$ cat src/rtl/c3lib_ckdiv_pkg.sv
// Shared types and helpers for the programmable ctn clock divider family.
// The ratio clamp is kept here so every divider variant agrees on the minimum legal ratio.
package c3lib_ckdiv_pkg;

    typedef enum logic [1:0] {
        CKDIV_IDLE = 2'd0,
        CKDIV_RUN  = 2'd1,
        CKDIV_STOP = 2'd2
    } ckdiv_state_t;

    localparam int CKDIV_MIN_RATIO = 2;

    // Ratios below the minimum would degenerate into a clk_in bypass, so they are raised to it.
    function automatic logic [31:0] clamp_ratio(input logic [31:0] ratio);
        return (ratio < 32'(CKDIV_MIN_RATIO)) ? 32'(CKDIV_MIN_RATIO) : ratio;
    endfunction

endpackage

$ cat src/rtl/c3lib_ckdiv_cnt_ctn.sv
// Wrapping period counter for the programmable divider: tracks the position inside the
// current period and predicts where the next cycle lands relative to the half point.
module c3lib_ckdiv_cnt_ctn
    import c3lib_ckdiv_pkg::*;
#(
    parameter int CNT_WIDTH = 8
) (
    input  logic                 clk_in,
    input  logic                 rst,
    input  logic                 i_run,
    input  logic [CNT_WIDTH-1:0] i_ratio,
    input  logic [CNT_WIDTH-1:0] i_nextRatio,
    output logic                 o_wrap,
    output logic                 o_nextZero,
    output logic                 o_nextActive
);

    logic [CNT_WIDTH-1:0] r_cnt;
    logic [CNT_WIDTH-1:0] w_cntNext;

    assign o_wrap    = i_run && (r_cnt == (i_ratio - CNT_WIDTH'(1)));
    assign w_cntNext = (!i_run || o_wrap) ? '0 : r_cnt + CNT_WIDTH'(1);

    // The half point is taken from the ratio that will govern the next cycle, so a ratio
    // committed at the wrap already shapes the first cycle of the new period.
    assign o_nextZero   = (w_cntNext == '0);
    assign o_nextActive = (w_cntNext < (i_nextRatio >> 1));

    always_ff @(posedge clk_in) begin
        if (rst) begin
            r_cnt <= '0;
        end else begin
            r_cnt <= w_cntNext;
        end
    end

endmodule

$ cat src/rtl/c3lib_ckdiv_prog_ctn.sv
// Programmable integer clock divider: clk_out = clk_in / N from a single registered flop,
// with glitch-free ratio change at period boundaries and clean stop/start.
module c3lib_ckdiv_prog_ctn
    import c3lib_ckdiv_pkg::*;
#(
    parameter int CNT_WIDTH   = 8,
    parameter int RESET_VAL   = 0,
    parameter int DEFAULT_DIV = 4
) (
    input  logic                 clk_in,
    input  logic                 rst,
    input  logic                 div_en,
    input  logic [CNT_WIDTH-1:0] div_ratio,
    input  logic                 div_load_req,
    output logic                 div_load_ack,
    output logic                 clk_out,
    output logic                 div_active,
    output logic                 period_start
);

    localparam logic                 IDLE_LVL      = (RESET_VAL != 0);
    localparam logic [CNT_WIDTH-1:0] DEFAULT_RATIO = CNT_WIDTH'(clamp_ratio(32'(DEFAULT_DIV)));

    ckdiv_state_t         r_state;
    ckdiv_state_t         w_stateNext;
    logic [CNT_WIDTH-1:0] r_ratio;
    logic [CNT_WIDTH-1:0] w_ratioReq;
    logic [CNT_WIDTH-1:0] w_nextRatio;
    logic                 r_ackDone;
    logic                 r_clkOut;
    logic                 r_periodStart;
    logic                 w_running;
    logic                 w_nextRunning;
    logic                 w_wrap;
    logic                 w_nextZero;
    logic                 w_nextActive;
    logic                 w_commit;

    assign w_ratioReq = CNT_WIDTH'(clamp_ratio(32'(div_ratio)));
    assign w_running  = (r_state != CKDIV_IDLE);

    // A request commits at most once until the requester has been seen dropping it.
    assign w_commit    = !rst && div_load_req && !r_ackDone && (!w_running || w_wrap);
    assign w_nextRatio = w_commit ? w_ratioReq : r_ratio;

    always_comb begin
        w_stateNext = r_state;
        case (r_state)
            CKDIV_IDLE: begin
                if (div_en) w_stateNext = CKDIV_RUN;
            end
            CKDIV_RUN, CKDIV_STOP: begin
                if (div_en)      w_stateNext = CKDIV_RUN;
                else if (w_wrap) w_stateNext = CKDIV_IDLE;
                else             w_stateNext = CKDIV_STOP;
            end
            default: w_stateNext = CKDIV_IDLE;
        endcase
    end

    assign w_nextRunning = (w_stateNext != CKDIV_IDLE);

    c3lib_ckdiv_cnt_ctn #(
        .CNT_WIDTH (CNT_WIDTH)
    ) u_cnt (
        .clk_in       (clk_in),
        .rst          (rst),
        .i_run        (w_running),
        .i_ratio      (r_ratio),
        .i_nextRatio  (w_nextRatio),
        .o_wrap       (w_wrap),
        .o_nextZero   (w_nextZero),
        .o_nextActive (w_nextActive)
    );

    // clk_out is computed from the next counter position so it changes exactly on the edge
    // that enters each phase; leaving RUN/STOP at the wrap keeps it parked at the idle level.
    always_ff @(posedge clk_in) begin
        if (rst) begin
            r_state       <= CKDIV_IDLE;
            r_ratio       <= DEFAULT_RATIO;
            r_ackDone     <= 1'b0;
            r_clkOut      <= IDLE_LVL;
            r_periodStart <= 1'b0;
        end else begin
            r_state <= w_stateNext;
            r_ratio <= w_nextRatio;
            if (w_commit) begin
                r_ackDone <= 1'b1;
            end else if (!div_load_req) begin
                r_ackDone <= 1'b0;
            end
            r_clkOut      <= (w_nextRunning && w_nextActive) ? ~IDLE_LVL : IDLE_LVL;
            r_periodStart <= w_nextRunning && w_nextZero;
        end
    end

    assign div_load_ack = w_commit;
    assign clk_out      = r_clkOut;
    assign period_start = r_periodStart;
    assign div_active   = w_running;

endmodule

$ cat config.mk
export PLATFORM = sky130hd
export DESIGN_NAME = c3lib_ckdiv_prog_ctn
export DESIGN_NICKNAME = d
export VERILOG_FILES = /design/src/rtl/c3lib_ckdiv_pkg.sv /design/src/rtl/c3lib_ckdiv_cnt_ctn.sv /design/src/rtl/c3lib_ckdiv_prog_ctn.sv
export SDC_FILE = /design/constraint.sdc
export NUM_CORES = 1
export LEC_CHECK = 0
export BUFFER_PORTS_ARGS = -buffer_cell sky130_fd_sc_hd__clkbuf_2
export CAP_MARGIN = 0
export CORE_UTILIZATION = 45
export CTS_CLUSTER_SIZE = 25
export DETAILED_ROUTE_END_ITERATION = 8
export MAX_ROUTING_LAYER = met4
export SYNTH_ARGS = -nofsm -noshare
export SYNTH_HDL_FRONTEND = slang
export SYNTH_HIERARCHICAL = 1
export SYNTH_SLANG_ARGS = --single-unit
$ cat constraint.sdc
create_clock -name clk_in -period 11.2 [get_ports clk_in]
set_clock_uncertainty 0.1 [all_clocks]
set_input_delay 0.56 -clock clk_in [delete_from_list [all_inputs] [get_ports clk_in]]
set_output_delay 0.56 -clock clk_in [all_outputs]
set_load 0.05 [all_outputs]
==> flow_results.org <==
** Power
- Power spent charging and discharging nets :: 0.0683 mW
- IR analysis of the VDD net gives a maximum drop of 0.0644 mV.
- Power Internal :: 0.120 mW
- In this run the power density over the cells is 112 nW/um2.
- Switching part of the total :: 36.2%
- Leakage power :: 0.722 nW
- Combinational share of power :: 34.9%
- In this run, the clock network consumes 18.9% of the power.
- The share of total power dissipated in sequential elements is roughly 46%.

** Hold path
- In this run the worst hold path is classified as input port to register.

** Timing
- For the pin with the worst max-slew slack, the measured transition is 0.493 ns.
- Setup violations remaining at the end of the flow were counted as 0.
- Post-route clock period utilization :: 38.3%
- Once routing completed, OpenROAD measured the worst setup slack at 6.91 ns.
- Worst relative slew slack :: roughly two thirds
- Summed over all failing endpoints, the final setup total negative slack is 0 ns.
- The worst path in the final design needs a cycle of 4.29 ns, including I/O delays and setup.
- For this run, the top clock speed supported by timing is around 230 MHz.
- The count of final max-slew check failures was 0.
- The total count of hold-check failures in the final report came to 0.
- Setup repair after global routing left no endpoint under its margin.

** Clocking
- Count of hold-fix buffers inserted at cts :: 0
- The clock drives 21 sinks.
- Clock tree synthesis selected as its root buffer the cell sky130_fd_sc_hd__clkbuf_4.
- Number of levels the H-tree was split into :: 1
- The clock passes through at most 2 buffers.
- TritonCTS clock tree :: built
- The number of clock buffers added by TritonCTS is 3.
- Number of gates resized after CTS :: 0
- Clock latency on the worst-skew pair, taken at its later pin, is around 0.3 ns.
- After clock tree synthesis, the clock-pin slew on the worst setup and hold paths is between 0.1 and 0.15 ns.
- Setup Fix Bufs, Post-CTS :: 0

** Synth
- After synthesis the cells add up to between 1500 and 2000 um2.
- Average footprint of a synthesized cell :: around 8.4 um2
- During synthesis, Yosys emitted a total of 6 warnings.
- Total nets after synthesis :: between 200 and 250
- Synthesis produced 187 cells.

** Routing
- In the final routing, the length of wire on met1 measures 1670 um.
- The first detailed-routing pass ran for 4 iterations.
- Average wire length per cell after detail routing :: ~15 um
- Across all layers, the routed design uses 1,377 vias.
- Via density per instance :: 5.64
- Post-DRT Antenna Nets :: 0
- Detailed-routed wire length on met3 :: 44 um
- In the routed design, unresolved DRC markers number 0.
- In this run the top signal layer used is met4.
- Violation count after the first detailed-route iteration :: slightly below 70
- After detailed routing, the met2 layer carries 1770 um of wire.
- Wires add up to 3540 um.

** Global routing
- Entering global routing, the biggest net connects 18 pins.
- The initial antenna violation count is 0.
- Global routing used 21.2% of the available tracks.
- Via count of the first global-routing pass :: 1,297
- The first global-routing pass estimated 5680 um of wire.
- Final global-route overflow total :: 0

** Floorplanning
- Cell Rows :: 21
- During I/O placement, the number of pins put on the boundary was 16.
- Starting density of the core :: 47.1%
- Die Wd :: 61.1 um
- From bottom edge to top edge, the die measures 61.1 um.
- Floorplan die area :: between 3000 and 4000 um2
- After floorplanning, the core was sized to cover 3340 um2.

** Place
- At the placement stage, the worst setup path has a slack of between 6 and 7 ns.
- The HPWL after detailed placement is 2810 um.
- The congestion estimate from routability-driven global placement came to 0.847.
- Port buffering added 15 buffers.

** Final layout
- Layout area overhead :: 6.77%
- The repair_antennas step left the layout with diodes totalling 0.
- Fraction of final layout cells sized beyond drive strength 1 :: between 10% and 20%
- Number of nets in the finished design :: around 220

** Setup path
- STA classifies the critical path endpoint as a register.
- CP Class :: register to register
- CP Max Fanout :: 13
- The worst setup path is launched from a register.
- STA puts the critical path data required time at between 10 and 15 ns.
- Arrival time worst endpoint :: 4.39 ns
- Together, buffers and inverters on the worst path number 2.
- Slowest Stage Delay on Critical Path :: 0.45 ns
- Broken down by cell family, the worst path's largest delay share belongs to simple AND/OR/NAND/NOR gates.
- Critical path, cell by cell :: inv_1 -> ha_1 -> nor4b_1 -> xnor2_1 -> nor4_2 -> o2111ai_2 -> nor2_1 -> o21bai_4 -> nor2_4 -> mux2_2 -> inv_1 -> ha_1 -> a21oi_1 -> o22ai_1 -> nor2_1 -> o21ai_0 -> o21ai_1 -> nor4b_1
- Standard cell with the maximum stage delay on the critical path :: sky130_fd_sc_hd__nor2_1

** Run status
- The flow ran to the end, and the final reports show no timing, DRC or antenna violations.

** Run
- Max-cap violations in this run came to 0.
final timing paths:
kind / from / slack (ns) / endpoint / cells after the start
worst max register to register: r_ratio[1]$_SDFF_PP0_ / 6.91 / clk_out$_SDFF_PP0_ / 18
worst max-delay path: r_ratio[1]$_SDFF_PP0_ / 6.91 / clk_out$_SDFF_PP0_ / 18
worst min register to register: r_state[0]$_SDFF_PP0_ / 0.41 / r_state[0]$_SDFF_PP0_ / 2
worst min-delay path: div_en / 0.36 / r_state[1]$_SDFF_PP0_ / 2
area by class of cell:
class                   instances  area (um2)
clock buffers                   4        26.3
inverters                      17        63.8
well taps                      46        57.6
multi-input cells             141        1030
repair buffers                 15        75.1
flip-flops and latches         21         420
fillers                       341        1660
metrics by stage:
step | instance area (um2) | std cells | power, mW | hold slack, ns | util (%)
global route | 1680 | 244 | 0.201 | 0.359 | 50.3
CTS | 1680 | 244 | 0.190 | 0.350 | 50.3
floorplan | 1570 | 187 | 0.142 | 0.361 | -
global placement | 1650 | 240 | 0.153 | 0.386 | 49.5
detailed placement | 1650 | 240 | 0.154 | 0.399 | 49.5
finish | 1680 | 244 | 0.189 | 0.360 | 50.3
power by group through the flow:
stage / registers (mW) / logic [mW] / clock network (mW)
final: 0.0871 / 0.0659 / 0.0357
after global routing: 0.0880 / 0.0731 / 0.0402
after CTS: 0.0870 / 0.0659 / 0.0369
after detailed placement: 0.0887 / 0.0657 / 0
after global placement: 0.0885 / 0.0643 / 0
after floorplan: 0.0914 / 0.0501 / 0
state kept, by name, summed over array words and instances, names as in the netlist:
register,flops
r_ratio,8
period_start,1
r_ackDone,1
clk_out,1
r_state,2
u_cnt/r_cnt,8
per-layer routing:
layer | up-vias | track usage (%)
li1 | 701 | -
met1 | 654 | 26.8
met2 | 14 | 35.9
met3 | 8 | 1.89
met4 | 0 | 6.82
met5 | - | -
worst register-to-register path: cells and delay by family (launching register included):
family / cells / cell delay (ns)
AND/OR/NAND/NOR: 6 / 1.61
AO/OA/AOI/OAI: 6 / 0.98
adder cells (fa/ha/maj): 2 / 0.43
flip-flops: 1 / 0.40
multiplexers: 1 / 0.37
buffers and inverters: 2 / 0.17
XOR/XNOR: 1 / 0.13
placed cells by master, fill, tap and decap left out, types with 2 or more instances in the layout:
cell type and instances:
sky130_fd_sc_hd__a211oi_1 2, sky130_fd_sc_hd__a21oi_1 13, sky130_fd_sc_hd__and3_1 11, sky130_fd_sc_hd__clkbuf_2 15, sky130_fd_sc_hd__clkbuf_4 3, sky130_fd_sc_hd__dfxtp_1 21
sky130_fd_sc_hd__ha_1 10, sky130_fd_sc_hd__inv_1 17, sky130_fd_sc_hd__mux2_2 6, sky130_fd_sc_hd__nand2_1 6, sky130_fd_sc_hd__nand2b_1 4, sky130_fd_sc_hd__nand3_1 10
sky130_fd_sc_hd__nand4_1 2, sky130_fd_sc_hd__nor2_1 8, sky130_fd_sc_hd__nor3_1 6, sky130_fd_sc_hd__nor4_1 5, sky130_fd_sc_hd__nor4b_1 3, sky130_fd_sc_hd__o211a_1 2
sky130_fd_sc_hd__o21ai_0 9, sky130_fd_sc_hd__xnor2_1 11, sky130_fd_sc_hd__xor2_1 6
Note: power is estimated with default switching activity, not from simulation.
